### config.mk
export PLATFORM = sky130hd
export DESIGN_NAME = lagd_spi_cmd_rx
export DESIGN_NICKNAME = d
export VERILOG_FILES = /design/src/rtl/lagd_spi_cmd_rx.sv
export SDC_FILE = /design/constraint.sdc
export NUM_CORES = 1
export LEC_CHECK = 0
export BUFFER_PORTS_ARGS = -buffer_cell sky130_fd_sc_hd__buf_2
export CAP_MARGIN = 15
export CORE_MARGIN = 4
export CORE_UTILIZATION = 52
export CTS_BUF_LIST = sky130_fd_sc_hd__clkbuf_8
export CTS_CLUSTER_SIZE = 30
export DETAILED_ROUTE_END_ITERATION = 10
export GPL_TIMING_DRIVEN = 0
export PLACE_DENSITY = 0.84
export SLEW_MARGIN = 25
export SYNTH_ARGS = -nofsm -noshare
export SYNTH_HDL_FRONTEND = slang
export SYNTH_SLANG_ARGS = --single-unit
### constraint.sdc
create_clock -name clk_i -period 6.1 [get_ports clk_i]
set_clock_uncertainty 0.1 [all_clocks]
set_input_delay 0.305 -clock clk_i [delete_from_list [all_inputs] [get_ports clk_i]]
set_output_delay 0.305 -clock clk_i [all_outputs]
set_load 0.01 [all_outputs]
### src/rtl/lagd_spi_cmd_rx.sv
// lagd_spi_cmd_rx: quad-SPI slave that turns write/read frames into a
// single command toward a downstream bus master and serves the read
// response back over SDO. SCK, CSN and SDI are oversampled by clk_i.
//
// Ports:
//   clk_i, rst_ni            system clock, async active-low reset
//   spi_sck_i/csn_i/sdi_i    SPI inputs (asynchronous to clk_i)
//   spi_sdo_o, spi_oen_o     quad data out, active-low output enable
//   cmd_*                    command valid/ready handshake and payload
//   rsp_*                    read response input (always accepted)
//   frame_err_o              one-cycle pulse on any protocol error
//
// state  | meaning
// IDLE   | waiting for CSN to fall
// OPCODE | shifting in the 2 opcode nibbles
// ADDR   | shifting in AddrWidth/4 address nibbles
// WDATA  | shifting in DataWidth/4 write-data nibbles
// DUMMY  | counting DummyCycles SCK cycles before read data
// RDATA  | driving DataWidth/4 read nibbles on SDO
// DONE   | frame complete, extra SCK ignored until CSN rises
// DROP   | bad opcode, SCK ignored until CSN rises
module lagd_spi_cmd_rx #(
    parameter int AddrWidth   = 32,
    parameter int DataWidth   = 32,
    parameter int DummyCycles = 8,
    parameter int SyncStages  = 2
) (
    input  logic                 clk_i,
    input  logic                 rst_ni,
    input  logic                 spi_sck_i,
    input  logic                 spi_csn_i,
    input  logic [3:0]           spi_sdi_i,
    output logic [3:0]           spi_sdo_o,
    output logic [3:0]           spi_oen_o,
    output logic                 cmd_valid_o,
    input  logic                 cmd_ready_i,
    output logic                 cmd_write_o,
    output logic [AddrWidth-1:0] cmd_addr_o,
    output logic [DataWidth-1:0] cmd_wdata_o,
    input  logic                 rsp_valid_i,
    input  logic [DataWidth-1:0] rsp_rdata_i,
    output logic                 rsp_ready_o,
    output logic                 frame_err_o
);

    localparam int AddrNib = AddrWidth / 4;
    localparam int DataNib = DataWidth / 4;
    localparam int NibMax  = (AddrNib > DataNib) ? AddrNib : DataNib;
    localparam int CntMax  = (NibMax > DummyCycles) ? NibMax : DummyCycles;
    localparam int CntW    = $clog2(CntMax + 1);

    typedef enum logic [2:0] {
        S_IDLE, S_OPCODE, S_ADDR, S_WDATA, S_DUMMY, S_RDATA, S_DONE, S_DROP
    } state_e;

    logic [SyncStages-1:0]      sck_sync_q, csn_sync_q;
    logic [SyncStages-1:0][3:0] sdi_sync_q;
    logic                       sck_prev_q, csn_prev_q;

    always_ff @(posedge clk_i or negedge rst_ni) begin
        if (!rst_ni) begin
            sck_sync_q <= '0;
            csn_sync_q <= '1;
            sdi_sync_q <= '0;
            sck_prev_q <= 1'b0;
            csn_prev_q <= 1'b1;
        end else begin
            sck_sync_q <= {sck_sync_q[SyncStages-2:0], spi_sck_i};
            csn_sync_q <= {csn_sync_q[SyncStages-2:0], spi_csn_i};
            sdi_sync_q <= {sdi_sync_q[SyncStages-2:0], spi_sdi_i};
            sck_prev_q <= sck_sync_q[SyncStages-1];
            csn_prev_q <= csn_sync_q[SyncStages-1];
        end
    end

    logic       sck_s, csn_s, sck_rise, sck_fall, csn_fall;
    logic [3:0] sdi_s;

    assign sck_s    = sck_sync_q[SyncStages-1];
    assign csn_s    = csn_sync_q[SyncStages-1];
    assign sdi_s    = sdi_sync_q[SyncStages-1];
    assign sck_rise = sck_s & ~sck_prev_q & ~csn_s;
    assign sck_fall = ~sck_s & sck_prev_q & ~csn_s;
    assign csn_fall = ~csn_s & csn_prev_q;

    state_e               state_q, state_d;
    logic [CntW-1:0]      cnt_q, cnt_d;
    logic [3:0]           op_q, op_d;
    logic                 is_wr_q, is_wr_d;
    logic [AddrWidth-1:0] addr_sh_q, addr_sh_d;
    logic [DataWidth-1:0] wdata_sh_q, wdata_sh_d;
    logic [DataWidth-1:0] sdo_sh_q, sdo_sh_d;
    logic [DataWidth-1:0] rbuf_q, rbuf_d;
    logic                 rbuf_vld_q, rbuf_vld_d;
    logic                 outst_q, outst_d;
    logic                 cmd_valid_q, cmd_valid_d;
    logic                 cmd_write_q, cmd_write_d;
    logic [AddrWidth-1:0] cmd_addr_q, cmd_addr_d;
    logic [DataWidth-1:0] cmd_wdata_q, cmd_wdata_d;
    logic                 err_q, err_d;

    logic                 issue;
    logic                 issue_wr;
    logic [AddrWidth-1:0] issue_addr;
    logic [DataWidth-1:0] issue_data;
    logic [7:0]           opcode;

    assign opcode = {op_q, sdi_s};

    always_comb begin
        state_d     = state_q;
        cnt_d       = cnt_q;
        op_d        = op_q;
        is_wr_d     = is_wr_q;
        addr_sh_d   = addr_sh_q;
        wdata_sh_d  = wdata_sh_q;
        sdo_sh_d    = sdo_sh_q;
        rbuf_d      = rbuf_q;
        rbuf_vld_d  = rbuf_vld_q;
        outst_d     = outst_q;
        cmd_valid_d = cmd_valid_q;
        cmd_write_d = cmd_write_q;
        cmd_addr_d  = cmd_addr_q;
        cmd_wdata_d = cmd_wdata_q;
        err_d       = 1'b0;
        issue       = 1'b0;
        issue_wr    = 1'b0;
        issue_addr  = addr_sh_q;
        issue_data  = '0;

        // Response capture first so the DUMMY hand-off below can override it.
        if (rsp_valid_i && outst_q) begin
            rbuf_d     = rsp_rdata_i;
            rbuf_vld_d = 1'b1;
            outst_d    = 1'b0;
        end

        if (state_q != S_IDLE && csn_s) begin
            state_d = S_IDLE;
        end else begin
            unique case (state_q)
                S_IDLE: begin
                    if (csn_fall) begin
                        state_d    = S_OPCODE;
                        cnt_d      = CntW'(1);
                        rbuf_vld_d = 1'b0;
                    end
                end
                S_OPCODE: begin
                    if (sck_rise) begin
                        if (cnt_q == '0) begin
                            cnt_d = CntW'(AddrNib - 1);
                            if (opcode == 8'h02) begin
                                is_wr_d = 1'b1;
                                state_d = S_ADDR;
                            end else if (opcode == 8'h0B) begin
                                is_wr_d = 1'b0;
                                state_d = S_ADDR;
                            end else begin
                                state_d = S_DROP;
                                err_d   = 1'b1;
                            end
                        end else begin
                            op_d  = sdi_s;
                            cnt_d = cnt_q - CntW'(1);
                        end
                    end
                end
                S_ADDR: begin
                    if (sck_rise) begin
                        addr_sh_d = {addr_sh_q[AddrWidth-5:0], sdi_s};
                        if (cnt_q == '0) begin
                            if (is_wr_q) begin
                                state_d = S_WDATA;
                                cnt_d   = CntW'(DataNib - 1);
                            end else begin
                                issue      = 1'b1;
                                issue_addr = addr_sh_d;
                                state_d    = S_DUMMY;
                                cnt_d      = CntW'(DummyCycles);
                            end
                        end else begin
                            cnt_d = cnt_q - CntW'(1);
                        end
                    end
                end
                S_WDATA: begin
                    if (sck_rise) begin
                        wdata_sh_d = {wdata_sh_q[DataWidth-5:0], sdi_s};
                        if (cnt_q == '0) begin
                            issue      = 1'b1;
                            issue_wr   = 1'b1;
                            issue_data = wdata_sh_d;
                            state_d    = S_DONE;
                        end else begin
                            cnt_d = cnt_q - CntW'(1);
                        end
                    end
                end
                S_DUMMY: begin
                    // Hand-off happens on the falling edge after the last dummy
                    // rise so nibble 0 is stable before the first RDATA rise.
                    if (sck_rise) begin
                        if (cnt_q != '0) cnt_d = cnt_q - CntW'(1);
                    end else if (sck_fall && cnt_q == '0) begin
                        state_d    = S_RDATA;
                        cnt_d      = CntW'(DataNib - 1);
                        sdo_sh_d   = rbuf_vld_q ? rbuf_q : '0;
                        err_d      = ~rbuf_vld_q;
                        rbuf_vld_d = 1'b0;
                        outst_d    = 1'b0;
                    end
                end
                S_RDATA: begin
                    if (sck_rise) begin
                        if (cnt_q == '0) state_d = S_DONE;
                        else             cnt_d   = cnt_q - CntW'(1);
                    end else if (sck_fall) begin
                        sdo_sh_d = {sdo_sh_q[DataWidth-5:0], 4'h0};
                    end
                end
                S_DONE, S_DROP: ;
                default: state_d = S_IDLE;
            endcase
        end

        if (cmd_valid_q && cmd_ready_i) cmd_valid_d = 1'b0;

        if (issue) begin
            if (cmd_valid_q) begin
                err_d = 1'b1;
            end else begin
                cmd_valid_d = 1'b1;
                cmd_write_d = issue_wr;
                cmd_addr_d  = issue_addr;
                cmd_wdata_d = issue_data;
                if (!issue_wr) outst_d = 1'b1;
            end
        end
    end

    always_ff @(posedge clk_i or negedge rst_ni) begin
        if (!rst_ni) begin
            state_q     <= S_IDLE;
            cnt_q       <= '0;
            op_q        <= '0;
            is_wr_q     <= 1'b0;
            addr_sh_q   <= '0;
            wdata_sh_q  <= '0;
            sdo_sh_q    <= '0;
            rbuf_q      <= '0;
            rbuf_vld_q  <= 1'b0;
            outst_q     <= 1'b0;
            cmd_valid_q <= 1'b0;
            cmd_write_q <= 1'b0;
            cmd_addr_q  <= '0;
            cmd_wdata_q <= '0;
            err_q       <= 1'b0;
        end else begin
            state_q     <= state_d;
            cnt_q       <= cnt_d;
            op_q        <= op_d;
            is_wr_q     <= is_wr_d;
            addr_sh_q   <= addr_sh_d;
            wdata_sh_q  <= wdata_sh_d;
            sdo_sh_q    <= sdo_sh_d;
            rbuf_q      <= rbuf_d;
            rbuf_vld_q  <= rbuf_vld_d;
            outst_q     <= outst_d;
            cmd_valid_q <= cmd_valid_d;
            cmd_write_q <= cmd_write_d;
            cmd_addr_q  <= cmd_addr_d;
            cmd_wdata_q <= cmd_wdata_d;
            err_q       <= err_d;
        end
    end

    assign spi_oen_o   = (state_q == S_RDATA) ? 4'b0000 : 4'b1111;
    assign spi_sdo_o   = (state_q == S_RDATA) ? sdo_sh_q[DataWidth-1 -: 4] : 4'h0;
    assign cmd_valid_o = cmd_valid_q;
    assign cmd_write_o = cmd_write_q;
    assign cmd_addr_o  = cmd_addr_q;
    assign cmd_wdata_o = cmd_wdata_q;
    assign rsp_ready_o = 1'b1;
    assign frame_err_o = err_q;

endmodule
==> out/qor.yml <==
placed_cells: 1081
drtIter0Drc: 369
cap_violations: 0
holdCritPathClass: "input pin to asynchronous set/reset pin"
syn-cell-area_um2: 9071
yosysWarnings: 0
grt_pass1_wl_mm: 35.36
fmax_mhz: 362.6
worstPathRequired_ns: 5.69
finalSetupViolCount: 0
yosys-top-cells-area: "dfrtp_1 (60%), mux2_2 (12%), o21ai_0 (4.1%)"
slowest_delay_ns: 0.35
synthCells: 738
wirelength_mm: 20.80
synthFlopType: "dfrtp_1"
grt_start_max_net_pins: 94
io_pins: 118
clock-sinks: 219
period_minus_slack_ns: 2.758
drt_first_pass_iters: 5
detailedPlace.worstSlack_ns: 3.433
design.core.area_um2: 17180
fin_area_um2: 11200
htreeDepth: 2
clk_pin_slew_ns: 0.06
placedInstanceArea_um2: 9998
dieArea_um2: 19620
synth_top_area_share_pct: 59.59
crit_chain: "buf_2, and3b_1, clkbuf_1, inv_1, clkbuf_1, buf_4, buf_2"
num_antenna_cells: 0
post_synth.cell_area_avg_um2: 12.29
gp_congestion: 0.8297
synth_seq_area_share_pct: 60.46
synth_seq_cells: 219
worstSkewPairLatency_ns: 0.53
async_flop_share_pct: 100.0
fp.dieW_um: 140.1
worst_pin_slew_ns: 0.7150
final_nets: 979
rsz0062_at_grt: "false"
setup_ws_ns: 3.342
start_kind: "flop"
slowest_stage: "dfrtp_1"
yosysTopAreaCell: "dfrtp_1"
grt_pass1_vias: 7020
p_leak_nw: 5.749
outcome: "finished, final reports clean"
tritoncts: "yes"
cp.arrival_ns: 2.35
io_buffers: 116
power-per-cell-area_nw_per_um2: 354.0
synth.net_count: 781
viasPerCell: 5.479
layoutNonFillerInstCount: 1186
synth_cell_type_count: 49
drc: 0
grt-ovfl-total: 0
syn_to_final_growth_pct: 23.45
rows: 48
slew_headroom_pct: 52.12
cts_buffers: 37
ant_nets: 0
crit_fanout: 13
drive_above_1_share_pct: 31.43
wire_per_inst_um: 17.54
start_util_pct: 52.81
regToRegSetupSlack_ns: 3.37
hold_viol_final: 0
synth-edff-count: 0
fin_setup_tns_ns: 0
vias: 6498
cts_root_buffer: "clkbuf_8"
endpoint_kind: "primary output"
dp_hpwl_mm: 13.31
utilization_pct: 65.20
clockBufferDepth: 3
die_y_um: 140.1
track_usage_pct: 21.91
drv_slew: 0
worstSetupPathType: "flop to primary output"
grt_antenna_before_repair: 0
ir_worst_vdd_mv: 0.2362
post-route-period-util_pct: 45.21
[area by class of cell]
type / count / area (um2)
Fill cell: 1298 / 5978
Sequential cell: 219 / 5484
Multi-Input combinational cell: 456 / 3309
Timing Repair Buffer: 159 / 1056
Clock buffer: 50 / 688.2
Tap cell: 225 / 281.5
Buffer: 55 / 247.7
Clock inverter: 14 / 101.3
Inverter: 8 / 30.03
[critical path, delay by kind of cell (launching register included)]
| kind | cells | cell delay (ns) |
|---|---|---|
| buffers and inverters | 6 | 1.25 |
| DFF | 1 | 0.35 |
| and+or+nand+nor | 1 | 0.21 |
[metrics by stage]
step                      total power, mW  hold slack, ns
after floorplan                     2.339        -0.09059
after global placement              2.548          0.2318
after detailed placement            2.585          0.1001
after CTS                           3.992          0.1197
after global routing                4.183          0.1437
final                               3.964          0.1345
[final timing paths]
check,start,end,depth (start not counted)
worst max-delay path,state_q[1],spi_oen_o[1],7
worst min-delay path,rst_ni,rbuf_q[23],2
worst max register to register,cnt_q[0],cmd_addr_o[23],9
worst min register to register,csn_sync_q[0],csn_sync_q[1],0
max in group asynchronous,rst_ni,cmd_wdata_o[18],3
min in group clk_i,csn_sync_q[0],csn_sync_q[1],0
[cell families (layout without fill, tap and decap cells)]
family | Yosys count | after routing | synth area share, %
flip-flops | 219 | 219 | 60.46
buffers and inverters | 63 | 286 | 3.062
other | 1 | 1 | 0.04134
adder cells (fa/ha/maj) | 1 | 1 | 0.1379
AND/OR/NAND/NOR | 155 | 155 | 9.048
XOR/XNOR | 2 | 2 | 0.1931
AO/OA/AOI/OAI | 164 | 164 | 11.05
multiplexers | 133 | 133 | 16.01
[placed cells by master, fill, tap and decap left out, drive strengths merged, types with 2 or more instances in the layout]
cell type and count:
xnor2 2, and3b 2, dlygate4sd3 41, a22o 32, or3b 2, clkbuf 80
and3 30, buf 143, nor3b 8, clkinv 5, a21oi 34, and2 7
nand2b 2, nor2b 8, nor3 4, nand3 7, mux2i 36, o211ai 2
o21ai 78, o311a 3, mux2 97, inv 16, o31ai 3, nand2 72
nor4 3, nor2 5, o311ai 2, dfrtp 216, dfstp 3, a31oi 3
or3 2
[sequential cells by signal, indices dropped and copies added (netlist names), 4 cells and up]
signal and flops:
cmd_wdata_o 32, wdata_sh_q 28, cmd_addr_o 32, sdo_sh_q 32
op_q 4, sdi_s 4, cnt_q 4, rbuf_q 32
addr_sh_q 32, sdi_sync_q 4
[synth_stat cells, drive strengths merged, types with 3 or more instances]
master  count
a21oi      34
a22o       32
a31oi       3
and2        7
and3       30
buf        25
clkbuf     30
dfrtp     216
dfstp       3
inv         8
mux2       97
mux2i      36
nand2      72
nand3       7
nor2        5
nor2b       8
nor3        4
nor3b       8
nor4        3
o21ai      78
o311a       3
o31ai       3
[where the power goes]
group	internal, mW	switching (mW)	leakage (nW)
Sequential	1.68	0.152	2.94
Combinational	0.361	0.410	2.37
Clock	0.778	0.582	0.436
[layer usage]
metal | routed length [um] | part of all wire [%] | GRT usage (%) | up-vias
met5 | 0 | 0 | 0 | -
met1 | 8834 | 42 | 28.32 | 3251
li1 | - | - | - | 3029
met3 | 1142 | 5.5 | 5.121 | 41
met2 | 10300 | 50 | 36.36 | 177
met4 | 519 | 2.5 | 8.108 | 0
[timing repair]
action                                 in CTS  in global routing
hold buffers                               41                  0
resized for setup                           0                  0
setup buffers                               0                  0
endpoints found under the hold margin     257                  0
Power figures use the tool's default switching activity.
